==> src/rtl/player_action_arbiter.sv <==
// Round-robin arbiter that serialises both players' moves and bomb drops through
// one IDLE -> EVAL -> DONE path and owns the authoritative player/bomb registers.
module player_action_arbiter #(
    parameter int unsigned COOLDOWN = 5000000,
    parameter int unsigned CNT_W    = 23
) (
    input  logic          clk,
    input  logic          rst,
    input  logic          play_en,
    input  logic          a_req,
    input  logic [2:0]    a_cmd,
    output logic          a_ack,
    output logic          a_ok,
    input  logic          b_req,
    input  logic [2:0]    b_cmd,
    output logic          b_ack,
    output logic          b_ok,
    input  logic [99:0]   arena_blocks,
    input  logic          bomb_busy_a,
    input  logic          bomb_busy_b,
    output logic [3:0]    pAx,
    output logic [3:0]    pAy,
    output logic [3:0]    pBx,
    output logic [3:0]    pBy,
    output logic [3:0]    bombA_x,
    output logic [3:0]    bombA_y,
    output logic          bombA_v,
    output logic [3:0]    bombB_x,
    output logic [3:0]    bombB_y,
    output logic          bombB_v
);

    localparam logic [1:0] ST_IDLE = 2'd0;
    localparam logic [1:0] ST_EVAL = 2'd1;
    localparam logic [1:0] ST_DONE = 2'd2;

    localparam logic [CNT_W-1:0] CD_LOAD = CNT_W'(COOLDOWN);

    logic [1:0]       state_q, state_d;
    logic             gnt_b_q, gnt_b_d;
    logic             last_b_q, last_b_d;
    logic [2:0]       cmd_q, cmd_d;
    logic [CNT_W-1:0] cd_a_q, cd_a_d, cd_b_q, cd_b_d;
    logic [3:0]       pax_q, pax_d, pay_q, pay_d, pbx_q, pbx_d, pby_q, pby_d;
    logic [3:0]       bax_q, bax_d, bay_q, bay_d, bbx_q, bbx_d, bby_q, bby_d;
    logic             bav_q, bav_d, bbv_q, bbv_d;
    logic             a_ack_q, a_ack_d, a_ok_q, a_ok_d;
    logic             b_ack_q, b_ack_d, b_ok_q, b_ok_d;

    logic [3:0] cur_x, cur_y, oth_x, oth_y, tgt_x, tgt_y;
    logic [6:0] tgt_idx;
    logic       in_bounds, is_move, blocked, collide, busy_sel, accept;
    logic       elig_a, elig_b, pick_b;

    // Evaluation of the latched command against the current registers.
    always_comb begin
        cur_x     = gnt_b_q ? pbx_q : pax_q;
        cur_y     = gnt_b_q ? pby_q : pay_q;
        oth_x     = gnt_b_q ? pax_q : pbx_q;
        oth_y     = gnt_b_q ? pay_q : pby_q;
        tgt_x     = cur_x;
        tgt_y     = cur_y;
        in_bounds = 1'b0;
        is_move   = 1'b1;
        case (cmd_q)
            3'd0: begin in_bounds = (cur_y != 4'd0); tgt_y = cur_y - 4'd1; end
            3'd1: begin in_bounds = (cur_y <  4'd9); tgt_y = cur_y + 4'd1; end
            3'd2: begin in_bounds = (cur_x != 4'd0); tgt_x = cur_x - 4'd1; end
            3'd3: begin in_bounds = (cur_x <  4'd9); tgt_x = cur_x + 4'd1; end
            default: is_move = 1'b0;
        endcase
        tgt_idx  = 7'(tgt_y) * 7'd10 + 7'(tgt_x);
        blocked  = (tgt_idx < 7'd100) ? arena_blocks[tgt_idx] : 1'b1;
        collide  = (tgt_x == oth_x) && (tgt_y == oth_y);
        busy_sel = gnt_b_q ? bomb_busy_b : bomb_busy_a;
        accept   = is_move ? (in_bounds && !blocked && !collide)
                           : ((cmd_q == 3'd4) && !busy_sel);
    end

    always_comb begin
        elig_a  = a_req && (cd_a_q == '0);
        elig_b  = b_req && (cd_b_q == '0);
        pick_b  = elig_b && (!elig_a || !last_b_q);

        state_d  = state_q;
        gnt_b_d  = gnt_b_q;
        last_b_d = last_b_q;
        cmd_d    = cmd_q;
        cd_a_d   = (cd_a_q != '0) ? cd_a_q - CNT_W'(1) : '0;
        cd_b_d   = (cd_b_q != '0) ? cd_b_q - CNT_W'(1) : '0;
        pax_d = pax_q; pay_d = pay_q; pbx_d = pbx_q; pby_d = pby_q;
        bax_d = bax_q; bay_d = bay_q; bbx_d = bbx_q; bby_d = bby_q;
        bav_d   = 1'b0;
        bbv_d   = 1'b0;
        a_ack_d = 1'b0;
        a_ok_d  = 1'b0;
        b_ack_d = 1'b0;
        b_ok_d  = 1'b0;

        case (state_q)
            ST_IDLE: begin
                if (play_en && (elig_a || elig_b)) begin
                    gnt_b_d  = pick_b;
                    last_b_d = pick_b;
                    cmd_d    = pick_b ? b_cmd : a_cmd;
                    state_d  = ST_EVAL;
                end
            end
            ST_EVAL: begin
                state_d = ST_DONE;
                if (gnt_b_q) begin
                    b_ack_d = 1'b1;
                    b_ok_d  = accept;
                    if (accept) begin
                        cd_b_d = CD_LOAD;
                        if (is_move) begin
                            pbx_d = tgt_x;
                            pby_d = tgt_y;
                        end else begin
                            bbv_d = 1'b1;
                            bbx_d = cur_x;
                            bby_d = cur_y;
                        end
                    end
                end else begin
                    a_ack_d = 1'b1;
                    a_ok_d  = accept;
                    if (accept) begin
                        cd_a_d = CD_LOAD;
                        if (is_move) begin
                            pax_d = tgt_x;
                            pay_d = tgt_y;
                        end else begin
                            bav_d = 1'b1;
                            bax_d = cur_x;
                            bay_d = cur_y;
                        end
                    end
                end
            end
            ST_DONE: state_d = ST_IDLE;
            default: state_d = ST_IDLE;
        endcase
    end

    always_ff @(posedge clk) begin
        if (rst) begin
            state_q  <= ST_IDLE;
            gnt_b_q  <= 1'b0;
            last_b_q <= 1'b1;
            cmd_q    <= '0;
            cd_a_q   <= '0;
            cd_b_q   <= '0;
            pax_q    <= 4'd1;
            pay_q    <= 4'd1;
            pbx_q    <= 4'd8;
            pby_q    <= 4'd8;
            bax_q    <= '0;
            bay_q    <= '0;
            bbx_q    <= '0;
            bby_q    <= '0;
            bav_q    <= 1'b0;
            bbv_q    <= 1'b0;
            a_ack_q  <= 1'b0;
            a_ok_q   <= 1'b0;
            b_ack_q  <= 1'b0;
            b_ok_q   <= 1'b0;
        end else begin
            state_q  <= state_d;
            gnt_b_q  <= gnt_b_d;
            last_b_q <= last_b_d;
            cmd_q    <= cmd_d;
            cd_a_q   <= cd_a_d;
            cd_b_q   <= cd_b_d;
            pax_q    <= pax_d;
            pay_q    <= pay_d;
            pbx_q    <= pbx_d;
            pby_q    <= pby_d;
            bax_q    <= bax_d;
            bay_q    <= bay_d;
            bbx_q    <= bbx_d;
            bby_q    <= bby_d;
            bav_q    <= bav_d;
            bbv_q    <= bbv_d;
            a_ack_q  <= a_ack_d;
            a_ok_q   <= a_ok_d;
            b_ack_q  <= b_ack_d;
            b_ok_q   <= b_ok_d;
        end
    end

    assign a_ack   = a_ack_q;
    assign a_ok    = a_ok_q;
    assign b_ack   = b_ack_q;
    assign b_ok    = b_ok_q;
    assign pAx     = pax_q;
    assign pAy     = pay_q;
    assign pBx     = pbx_q;
    assign pBy     = pby_q;
    assign bombA_x = bax_q;
    assign bombA_y = bay_q;
    assign bombA_v = bav_q;
    assign bombB_x = bbx_q;
    assign bombB_y = bby_q;
    assign bombB_v = bbv_q;

endmodule

==> config.mk <==
export PLATFORM = sky130hd
export DESIGN_NAME = player_action_arbiter
export DESIGN_NICKNAME = d
export VERILOG_FILES = /design/src/rtl/player_action_arbiter.sv
export SDC_FILE = /design/constraint.sdc
export NUM_CORES = 1
export LEC_CHECK = 0
export CAP_MARGIN = 20
export CORE_ASPECT_RATIO = 1.25
export CORE_MARGIN = 10
export CORE_UTILIZATION = 46
export CTS_BUF_LIST = sky130_fd_sc_hd__clkbuf_2 sky130_fd_sc_hd__clkbuf_4 sky130_fd_sc_hd__clkbuf_8
export CTS_CLUSTER_DIAMETER = 60
export CTS_CLUSTER_SIZE = 10
export DETAILED_ROUTE_END_ITERATION = 8
export GPL_ROUTABILITY_DRIVEN = 0
export HOLD_SLACK_MARGIN = 0.03
export PLACE_DENSITY_LB_ADDON = 0.15
export SETUP_SLACK_MARGIN = 0.5
export SYNTH_ARGS = -nofsm -noshare
export SYNTH_HDL_FRONTEND = slang
export SYNTH_SLANG_ARGS = --single-unit
==> constraint.sdc <==
create_clock -name clk -period 5.73 [get_ports clk]
set_clock_uncertainty 0.1 [all_clocks]
set_input_delay 0.573 -clock clk [delete_from_list [all_inputs] [get_ports clk]]
set_output_delay 0.573 -clock clk [all_outputs]
set_load 0.01 [all_outputs]
---- After elaboration in Yosys (flattened, before gate mapping) ----
Index checks and enable logic that the tools add are counted.
word-level totals
  register bits after elaboration ......... 91
  input port bits ......................... 113
  output and inout port bits .............. 38
  logic and storage cells ................. 103
cells by class
  add/sub/neg operators ................... 7
  multiply operators ...................... 1
  order comparisons ....................... 4
  eq/ne operators ......................... 8
  mux-type cells .......................... 28
  bitwise gates (word level) .............. 3
  reduce and logical (&&, ||, !) cells .... 32
operators by type and width
  kind                   number
  $mux 23                8
  $logic_not 23->1       2
  $reduce_bool 23->1     2
  $sub 23x1->23 const B  2
  $mux 4                 4
  $pmux 4 s2             2
  $reduce_and 4->1       4
  $mux 1                 9
  $add 4x1->4 const B    2
  $eq 4x4->1             2
  $logic_and 1x1->1      8
  $lt 4x4->1 const B     2
  $lt 7x8->1 const B     1
  $reduce_bool 4->1      2
  $sub 4x1->4 const B    2
  $add 7x4->7            1
  $bmux 1 s7             1
  $lt 7x7->1 const B     1
  $eq 3x2->1 const B     2
  $mul 4x3->6 const B    1
  $reduce_or 3->1        2
  $logic_not 1->1        5
  $pmux 1 s4             1
  $pmux 2 s2             1
  other kinds (13)       16

---- Depth between registers and ports, before layout ----
Gate-level depths: netlist of the first run.
  word-level depth ........................ 15
  mapped depth ............................ 25
  gate-level depth less buffers ........... 18

---- Worst setup path after synthesis of the first run ----
No wires, ideal clock.
  path kind ............................... reg2reg
  from .................................... register cmd_q[1]
  to ...................................... register bbx_q[0], in the netlist bombB_x[0]
  library setup time ...................... 0.140 ns
  data arrival time ....................... 4.831 ns
  data required time ...................... 5.490 ns
  setup slack ............................. 0.659 ns
  cell stages (with the launch flop) ...... 22
  path buffers ............................ 6
  period minus slack after synthesis ...... 5.071 ns
  cell sequence ........................... dfxtp_1 > buf_2 > nor2b_1 > buf_4 > buf_2 > buf_4 > buf_2 > nand2_1 > fa_1 > nor2_1 > a21oi_1 > ha_1 > fa_1 > xnor2_1 > nand2_1 > o32ai_1 > o41ai_1 > or3_1 > and4_1 > buf_2 > o211ai_4 > a221oi_1
on the way
  elaborated cells between the ends (all ways) .. 27
  classes of those cells .................. add/sub: 1; mul: 1; order compare: 1; eq/ne: 6; mux: 8; bitwise: 1; reduce/logical: 9
RTL lines
  element                         RTL line  source
  start, declared                 42        logic [2:0] cmd_q, cmd_d;
  start signal, assigned          172       cmd_q <= cmd_d;
  $eq 3x2->1                      65        case (cmd_q)
  $pmux 4 s2 (*)                  65
  via tgt_x[1]                    50        logic [3:0] cur_x, cur_y, oth_x, oth_y, tgt_x, tgt_y;
  $add 7x4->7                     72        tgt_idx = 7'(tgt_y) * 7'd10 + 7'(tgt_x);
  $bmux 1 s7                      73        blocked = (tgt_idx < 7'd100) ? arena_blocks[tgt_idx] : 1'b1;
  $mux 1 (not written as such)    73
  $mux 1                          73
  $logic_not 1->1                 76        accept = is_move ? (in_bounds && !blocked && !collide)
  $logic_and 1x1->1               76
  $logic_and 1x1->1 (*)           76
  $mux 1 (*)                      76
  $reduce_and 4->1 (no line) (*)  n/a
  end signal, assigned            160       bbx_q <= '0;
  end signal, assigned            181       bbx_q <= bbx_d;
  end, declared                   45        logic [3:0] bax_q, bax_d, bay_q, bay_d, bbx_q, bbx_d, bby_q, bby_d;
Mark *: on every way through the listed nets, which the timed path passes. The rest lies on a longest branch. The select of a mux whose other input is x is not followed.
A chain may end at the register's enable or synchronous reset.

---- Worst setup path in the final report of the first run ----
  from .................................... register gnt_b_q
  to ...................................... register cd_a_q[17]
on the way
  longest elaborated chain between the ends .. 15
  elaborated cells between the ends (all ways) .. 35
  classes of those cells .................. add/sub: 5; mul: 1; order compare: 3; eq/ne: 2; mux: 15; reduce/logical: 9
ends and longest elaborated chain
  element                                            RTL line  source
  start, declared                                    40        logic gnt_b_q, gnt_b_d;
  start signal, assigned                             170       gnt_b_q <= gnt_b_d;
  $mux 4 (*)                                         58        cur_y = gnt_b_q ? pby_q : pay_q;
  via cur_y[2]                                       50
  $add 4x1->4 / $sub 4x1->4 (equally long branches)  67, 66
  $pmux 4 s2 (*)                                     65
  via tgt_y[3]                                       50
  $mul 4x3->6                                        72
  $add 7x4->7                                        72
  $bmux 1 s7                                         73
  $mux 1 (not written as such)                       73
  $mux 1                                             73
  $logic_not 1->1                                    76
  $logic_and 1x1->1                                  76
  $logic_and 1x1->1 (*)                              76
  $mux 1 (*)                                         76
  $mux 23 (*)                                        128       if (accept) begin
  $mux 23 (*)                                        111       if (gnt_b_q) begin
  $mux 23 (*)                                        100       case (state_q)
  end signal, assigned                               152       cd_a_q <= '0;
  end signal, assigned                               173       cd_a_q <= cd_a_d;
  end, declared                                      43        logic [CNT_W-1:0] cd_a_q, cd_a_d, cd_b_q, cd_b_d;
Marked as above.

==> results.md, run 1 <==
Pwr:
- The share of power burned in the clock network is 0.095.
- The proportion of total power due to net switching is 0.511.
- For this design the ratio of total power to cell area is 600 mW/mm^2.
- The combinational fraction of design power is 0.723.
- The design draws 4.98 mW.
- The worst ir drop on vdd is 0.455 mV.
- The portion of total power attributed to sequential cells is 0.181.
- For this design the static power due to leakage is 2.97 nW.
- The net switching power is 2.55 mW.
- Internal power comes to 2.43 mW.

Worst setup path:
- Among all stages on the critical path, the largest delay is contributed by fa_1.
- The critical path startpoint category is a register.
- Counting buffers and inverters, the worst setup path is 20 cells deep.
- The depth of the worst register-to-register path is 20.
- Traced cell by cell, the critical path runs through mux2i_2, inv_1, ha_1, nand2_1, o21ai_1, mux2i_2, xor2_2, ha_1, ha_1, fa_1, xor2_1, or3_1, a2111oi_1, a31oi_1, nand3_1, nand4_1, buf_6, o21ai_4, buf_12, nor2_1.
- For flop-to-flop paths, the worst setup slack is 630 ps.
- The most numerous cell on the critical path is ha_1.
- The data arrival at the endpoint of the critical path is 5260 ps.
- Data on the critical path is required at its endpoint by 5900 ps.
- The critical register-to-register path endpoint is cd_a_q[17].
- The delay of the slowest cell on the worst path is 520 ps.
- The worst register-to-register path begins at gnt_b_q.
- The origin of the worst setup path is gnt_b_q.
- The cell family with the largest share of critical-path delay is adder cells.
- The count of buffer and inverter cells on the critical path is 3.
- The critical path class is reg2reg.
- The critical path ends at cd_a_q[17].
- Of all nets on the critical path, the largest fanout is 14.
- The kind of capture point of the worst setup path is a register.

Synth:
- In this run, synthesis produced a sequential element count of 91.
- The yosys synthesis warning count is 0.
- The post-synthesis net count is 865.
- The per-instance average area after synthesis is 8.47 um^2.
- Sorting the synthesized cells by area gives the leading types as dfxtp_1, mux2i_1, xnor2_1, nor2_1, mux4_2.
- Yosys instantiated no cell more often than dfxtp_1.
- The number of flops mapped to enable cells by yosys is 0.
- The async set-reset flop share out of synthesis is 0.
- For this run, the leading register cell type out of synthesis is dfxtp_1.
- The synthesized netlist occupies a cell area of 0.00623 mm^2.
- The unique cell type count in the Yosys netlist is 72.
- Ranked by instance count, the synthesized netlist is headed by dfxtp_1, nor2_1, o21ai_0.
- Of the post-synthesis cell area, the dominant cell type holds 0.292.
- Synthesis handed over a netlist of 736 instances.
- The largest area contributor in the synthesized netlist is dfxtp_1.
- For this run, the register share of the synthesized area comes to 0.292.

CTS:
- In this run the deepest clock path goes through 2 buffers.
- Clock tree synthesis selected as its root buffer the cell clkbuf_8.
- The clock transition at the registers of the reported paths is 110 ps.
- Clock tree synthesis inserted a total of 9 buffers.
- The clock reaches the later pin of the worst-skew pair after 380 ps.
- The maximum level of the CTS H-tree is 3.
- The clock net sink count is 91.
- TritonCTS built the clock tree.

Floorplanning:
- The area of the die is 0.0186 mm^2.
- The number of top-level pins is 151.
- In this run the standard cell core region covers 0.0133 mm^2.
- The floorplan step set the die height to 150 um.
- For this configuration, the core starts out at a cell density of 0.469.
- The floorplan has 47 rows.
- From left edge to right edge, the die measures 124 um.

Global route:
- The initial antenna violation count is 2.
- The largest net degree at the start of global routing is 43.
- The wire length of the first global-routing pass is 32.3 mm.
- The via count of the first global-routing pass came to 6304.
- The overflow left after global routing is 0.
- For this run, the total global-route usage over all layers was measured as 0.216.

Outcome:
- The flow ran to the end, and the final reports show no timing, DRC or antenna violations.

Layout:
- The final core utilization is 0.624.
- Of the cells placed in the final design, the portion with a size suffix greater than 1 is 0.109.
- The total number of nets in the final design is 1010.
- After routing the design area is 0.00829 mm^2.
- The post-synthesis to final-layout area growth is 33.0%.
- The layout filler cell count is 1150.

STA:
- The number of hold violations in the final report is 0.
- Setup repair after global routing could not meet its margin everywhere.
- The upper clock frequency limit is 0.196 GHz.
- Setup violations remaining at the end of the flow were counted as 0.
- The accumulated negative setup slack is 0 ps.
- At the pin with the least slew margin, the transition time is 951 ps.
- In this run the tightest slew margin relative to its limit is 0.348.
- The clock period could shrink to 5100 ps.
- The final-report max-slew violation count is 0.
- The share of the clock period used by the worst path is 0.889.

Routing:
- The DRC violation count after routing is 0.
- The total via count in the routed design is 6272.
- The DRC marker count from the first detailed-route iteration is 504.
- The detail route stage leaves a number of antenna-violating nets equal to 0.
- After detailed routing, the number of vias per cell comes to 5.92.
- The total length of routed wires is 20.7 mm.
- The length of the first detailed-routing pass in iterations is 5.
- After detailed routing, the average wire length per cell comes to 19.6 um.

Placement:
- The HPWL after detailed placement is 15.9 mm.
- The cell area after placement is 0.00791 mm^2.
- The count of input and output buffers is 150.

Hold path:
- The startpoint identified for the worst hold timing path is cd_a_q[0].
- The worst hold path belongs to the class reg2reg.
- Counting instances, the worst hold path has a depth of 1.

Run:
- The number of maximum-capacitance constraint violations is 0.
[registers in the layout, indices dropped and copies added, names as in the netlist]
| name | count |
|---|---|
| a_ack | 1 |
| a_ok | 1 |
| b_ack | 1 |
| b_ok | 1 |
| bombA_v | 1 |
| bombA_x | 4 |
| bombA_y | 4 |
| bombB_v | 1 |
| bombB_x | 4 |
| bombB_y | 4 |
| cd_a_q | 23 |
| cd_b_q | 23 |
| cmd_q | 3 |
| gnt_b_q | 1 |
| last_b_q | 1 |
| pAx | 4 |
| pAy | 4 |
| pBx | 4 |
| pBy | 4 |
| state_q | 2 |
[per-layer routing]
metal / vias up / GRT usage / share of wire
li1: 3009 / - / -
met2: 246 / 0.375 / 0.51
met3: 50 / 0.0412 / 0.069
met1: 2967 / 0.248 / 0.39
met4: 0 / 0.0963 / 0.034
met5: - / 0 / 0
[layout by cell type, fill, tap and decap left out, types with 4 or more instances in the layout]
| cell | n |
|---|---|
| nor3_1 | 44 |
| nand3b_1 | 5 |
| a21oi_1 | 28 |
| mux2_2 | 4 |
| nor2_1 | 73 |
| dfxtp_1 | 90 |
| mux2i_1 | 40 |
| or3_1 | 8 |
| inv_1 | 25 |
| nand3_1 | 29 |
| and3_1 | 11 |
| fa_1 | 4 |
| nand2b_1 | 7 |
| o21ai_0 | 45 |
| nor4_1 | 13 |
| clkdlybuf4s50_1 | 150 |
| o211ai_1 | 12 |
| clkbuf_8 | 9 |
| o221ai_1 | 4 |
| a211oi_1 | 16 |
| nand4_1 | 5 |
| nand2_1 | 36 |
| ha_1 | 11 |
| mux4_2 | 11 |
| or2_2 | 4 |
| a31oi_1 | 6 |
| o21ai_2 | 4 |
| xnor2_1 | 42 |
| xor2_1 | 17 |
| buf_4 | 26 |
| a221oi_1 | 8 |
[kinds of logic (layout without fill, tap and decap cells)]
kind of cell    Yosys count  in the layout  share of synthesized area
compound gates          173            173                      0.191
xor+xnor                 63             63                     0.0927
fa+ha+maj                16             16                     0.0369
buf+inv                  73            223                     0.0536
flops                    91             91                      0.292
mux                      59             59                      0.122
other cells               0              2                          0
simple gates            261            261                      0.212
[repair_timing]
action	in CTS	in global routing
gates cloned	0	1
hold buffers	0	0
buffers inserted	0	5
pin swaps	0	1
setup endpoints to repair	43	72
resized for setup	3	18
[final cells by class]
type | instances | area [um^2] | share of cell area
inverters | 26 | 100 | 0.0121
repair buffers | 181 | 1770 | 0.213
flip-flops and latches | 91 | 1820 | 0.220
clock buffers | 9 | 124 | 0.0149
multi-input cells | 572 | 4160 | 0.502
well taps | 171 | 214 | 0.0258
clock inverters | 7 | 97.6 | 0.0118
diodes | 2 | 5.00 | 0.000603
[worst min-delay path by stage]
stage	to	slack (ps)
5_1_grt	cd_a_q[0]	370
6_report	cd_a_q[0]	340
3_3_place_gp	cd_a_q[0]	320
3_5_place_dp	cd_a_q[0]	340
2_1_floorplan	cd_a_q[0]	300
4_1_cts	cd_a_q[0]	350
[power by group through the flow]
| stage | clock network [mW] | logic (mW) | registers, mW |
|---|---|---|---|
| 2_1_floorplan | 0 | 2.45 | 0.885 |
| 3_3_place_gp | 0 | 3.21 | 0.901 |
| 3_5_place_dp | 0 | 3.28 | 0.913 |
| 4_1_cts | 0.485 | 3.32 | 0.901 |
| 5_1_grt | 0.502 | 3.89 | 0.923 |
| 6_report | 0.474 | 3.60 | 0.903 |
[stage by stage]
step | worst slack (ps) | cells | hold WS, ps
finish | 634 | 1059 | 345
detailed placement | 228 | 1034 | 338
CTS | 503 | 1050 | 352
global placement | 398 | 1034 | 317
global route | 416 | 1059 | 370
floorplan | 659 | 736 | 304
Note: power is estimated with default switching activity, not from simulation.
==> inputs of run 2 (changes only) <==
--- a/config.mk
+++ b/config.mk
@@ -7,7 +7,7 @@
 export LEC_CHECK = 0
 export CAP_MARGIN = 20
 export CORE_ASPECT_RATIO = 1.25
-export CORE_MARGIN = 10
+export CORE_MARGIN = 2
 export CORE_UTILIZATION = 46
 export CTS_BUF_LIST = sky130_fd_sc_hd__clkbuf_2 sky130_fd_sc_hd__clkbuf_4 sky130_fd_sc_hd__clkbuf_8
 export CTS_CLUSTER_DIAMETER = 60
==> run 2 against run 1 <==
  * Wire length is 6.5% lower
  * Final area is 0.32% higher
  * Via count is 1.1% higher
  * Worst setup slack better by 84 ps
  * Die area is 22% lower
  * Flip-flop and latch count stayed put
  * Sequential power is 0.4% higher
  * Final cell count hardly changed
  * Count of clock-buffer cells in the layout is 1 higher
  * Combinational power hardly changed
  * Highest routed layer unchanged
==> results.md, run 2 (synthesized netlist as in run 1, its figures left out) <==
STA:
- The relative max-transition margin is 0.449.
- The final number of setup-violating endpoints is 0.
- The shortest clock period the worst path allows after layout is 5010 ps.
- The final hold slack is 334 ps.
- For the pin with the worst max-slew slack, the measured transition is 804 ps.
- The number of hold violations in the final report was 0.
- The upper clock frequency limit is 0.200 GHz.
- The post-route worst setup slack is 718 ps.
- Setup repair after global routing left no endpoint under its margin.
- The share of the clock period used by the worst path is 0.875.
- For the final routed database, the setup TNS stands at 0 ps.
- The final-report max-slew violation count is 0.

Worst setup path:
- The number of logic stages on the critical path including buffering is 18.
- Along the worst path, the maximum fanout reaches 19.
- The critical path ends at bombB_x[0].
- The startpoint identified for the worst register-to-register timing path is gnt_b_q.
- The critical path goes through mux2i_2, inv_1, ha_1, nand2_1, o21ai_1, mux2i_2, xor2_2, ha_1, ha_1, fa_2, nand3_1, xor2_1, xnor2_1, or3_1, nand4_1, buf_6, nand2_2, a221oi_1.
- On the critical path, the stage with the largest delay is an instance of fa_2.
- Broken down by cell family, the worst path's largest delay share belongs to adder cells.
- The data arrival at the endpoint of the critical path is 5190 ps.
- Counting cells, the worst reg-to-reg path comes to 18.
- In this run the register-to-register setup slack is 720 ps.
- The cell that appears most often on the critical path is ha_1.
- The largest single stage delay on the critical path is 600 ps.
- STA classifies the critical path endpoint as a register.
- The origin of the worst setup path is gnt_b_q.
- The critical register-to-register path endpoint is bombB_x[0].
- For the worst setup path, the data required time is 5910 ps.
- The worst setup path is launched from a register.
- Together, buffers and inverters on the worst path number 2.
- The critical path is of the reg2reg type.

Layout:
- The layout filler cell count is 1128.
- The repair_antennas step left the layout with diodes totalling 0.
- In the final layout, the registers with the most flip-flops are cd_a_q: 23 flops, cd_b_q: 23 flops.
- Compared with the post-synthesis result, the final layout area differs by 33.5%.
- Of the cells placed in the final design, the portion with a size suffix greater than 1 is 0.118.
- The total number of nets in the final design is 1012.
- Leaving out filler cells and counting taps, the final layout contains 1058.
- The final core utilization is 0.629.
- In the layout the commonest cells are clkdlybuf4s50_1, dfxtp_1, nor2_1.
- The leading cell type in the layout, fill and taps excluded is clkdlybuf4s50_1.
- After routing the design area is 0.00832 mm^2.

Outcome:
- The run finished with clean final reports.

Floorplanning:
- During I/O placement, the number of pins put on the boundary was 151.
- The floorplan step defined a die boundary enclosing 0.0145 mm^2.
- The initialized floorplan defines 47 standard-cell rows.
- The die extent in y is 134 um.
- The initial core utilization is 0.471.
- The horizontal die dimension is 108 um.
- The region available for standard cell placement spans 0.0132 mm^2.

Routing:
- The total via count in the routed design is 6343.
- In the routed design, unresolved DRC markers number 0.
- In the final routed layout, each cell accounts on average for 18.3 um.
- Dividing the detail-routed via count by the number of cells gives 6.00.
- In this run, the number of DRC markers left after iteration 0 of detailed routing was 364.
- The length of the first detailed-routing pass in iterations is 5.
- The number of nets still failing antenna checks after routing is 0.
- The total length of routed wires is 19.4 mm.

CTS:
- The maximum count of clock buffers along a single path is 2.
- Clock-pin slew was measured on the worst setup and hold paths at 100 ps.
- TritonCTS built the clock tree.
- The tree is rooted in a clkbuf_8.
- Clock tree synthesis inserted a total of 9 buffers.
- The insertion delay to the later sink of the worst-skew pair is 370 ps.
- CTS saw 91 sinks.
- In this run the number of H-tree levels came out at 3.

Pwr:
- The power density normalized to cell area is 597 mW/mm^2.
- The sum of internal, switching and leakage power is 4.97 mW.
- The analysis attributes to cell leakage a power of 2.98 nW.
- IR analysis of the VDD net gives a maximum drop of 0.513 mV.

Global route:
- The initial antenna violation count is 0.
- The wire length of the first global-routing pass is 31.1 mm.
- Summed over all layers, the global routing overflow is 0.
- The largest net degree at the start of global routing is 43.
- The overall track demand over capacity in global routing is 0.268.
- The via count of the first global-routing pass is 6211.

Placement:
- The instance count after placement with tap cells included is 1034.
- Before CTS, the worst setup slack after placement is 237 ps.
- The cell area after placement is 0.00791 mm^2.
- The HPWL after detailed placement is 14.8 mm.
- The count of input and output buffers is 150.

Run:
- The number of maximum-capacitance constraint violations is 0.

Hold path:
- The path type of the worst min-delay path is reg2reg.
run 2: cell count changes in the layout (fill, tap and decap cells not counted), moves of 2 or more:
cell and delta:
nor2_2 +2, clkinv_8 -2, buf_4 +4, a221oi_2 +2, diode_2 -2, nor2_1 -2, a221oi_1 -2
run 2: how the worst min path moves through the flow:
stage                     startpoint   endpoint  slack [ps]  cells past startpoint
final                      cd_a_q[0]  cd_a_q[0]         330                      1
after detailed placement   cd_a_q[0]  cd_a_q[0]         330                      1
after floorplan            cd_a_q[0]  cd_a_q[0]         300                      1
after global placement     cd_a_q[0]  cd_a_q[0]         320                      1
after CTS                  cd_a_q[0]  cd_a_q[0]         340                      1
after global routing       cd_a_q[0]  cd_a_q[0]         380                      1
run 2: area by class of cell:
| class | count | area (um^2) | area share |
|---|---|---|---|
| repair buffers | 183 | 1770 | 0.213 |
| clock inverters | 5 | 85.1 | 0.0102 |
| well taps | 171 | 214 | 0.0257 |
| inverters | 26 | 100 | 0.0120 |
| clock buffers | 10 | 138 | 0.0165 |
| multi-input cells | 572 | 4190 | 0.504 |
| flip-flops and latches | 91 | 1820 | 0.219 |
run 2: worst register-to-register path: stages (launching register included):
cell and delay (ps):
dfxtp_2 390, mux2i_2 250, inv_1 80, ha_1 370
nand2_1 70, o21ai_1 190, mux2i_2 340, xor2_2 240
ha_1 280, ha_1 210, fa_2 600, nand3_1 120
xor2_1 180, xnor2_1 160, or3_1 410, nand4_1 190
buf_6 230, nand2_2 180, a221oi_1 310
run 2: power by group:
group	internal [mW]	switching, mW	total, mW
registers	0.775	0.132	0.907
clock network	0.258	0.236	0.494
logic	1.45	2.12	3.57
run 2: timing repair:
action                                  4_1_cts  5_1_grt
buffers inserted                              0        8
hold endpoints to repair                      0        0
resized for setup                             3       23
endpoints found under the setup margin       33       72
hold buffers                                  0        0
pin swaps                                     0        2
run 2: metal layers:
metal  wire length, um  part of all wire  up-vias  global-route usage
li1                  -                 -     3016                   -
met1              7690              0.40     3048               0.327
met2             10100              0.52      239               0.478
met3              1140             0.059       40              0.0408
met4               465             0.024        0              0.0848
met5                 0                 0        -                   0
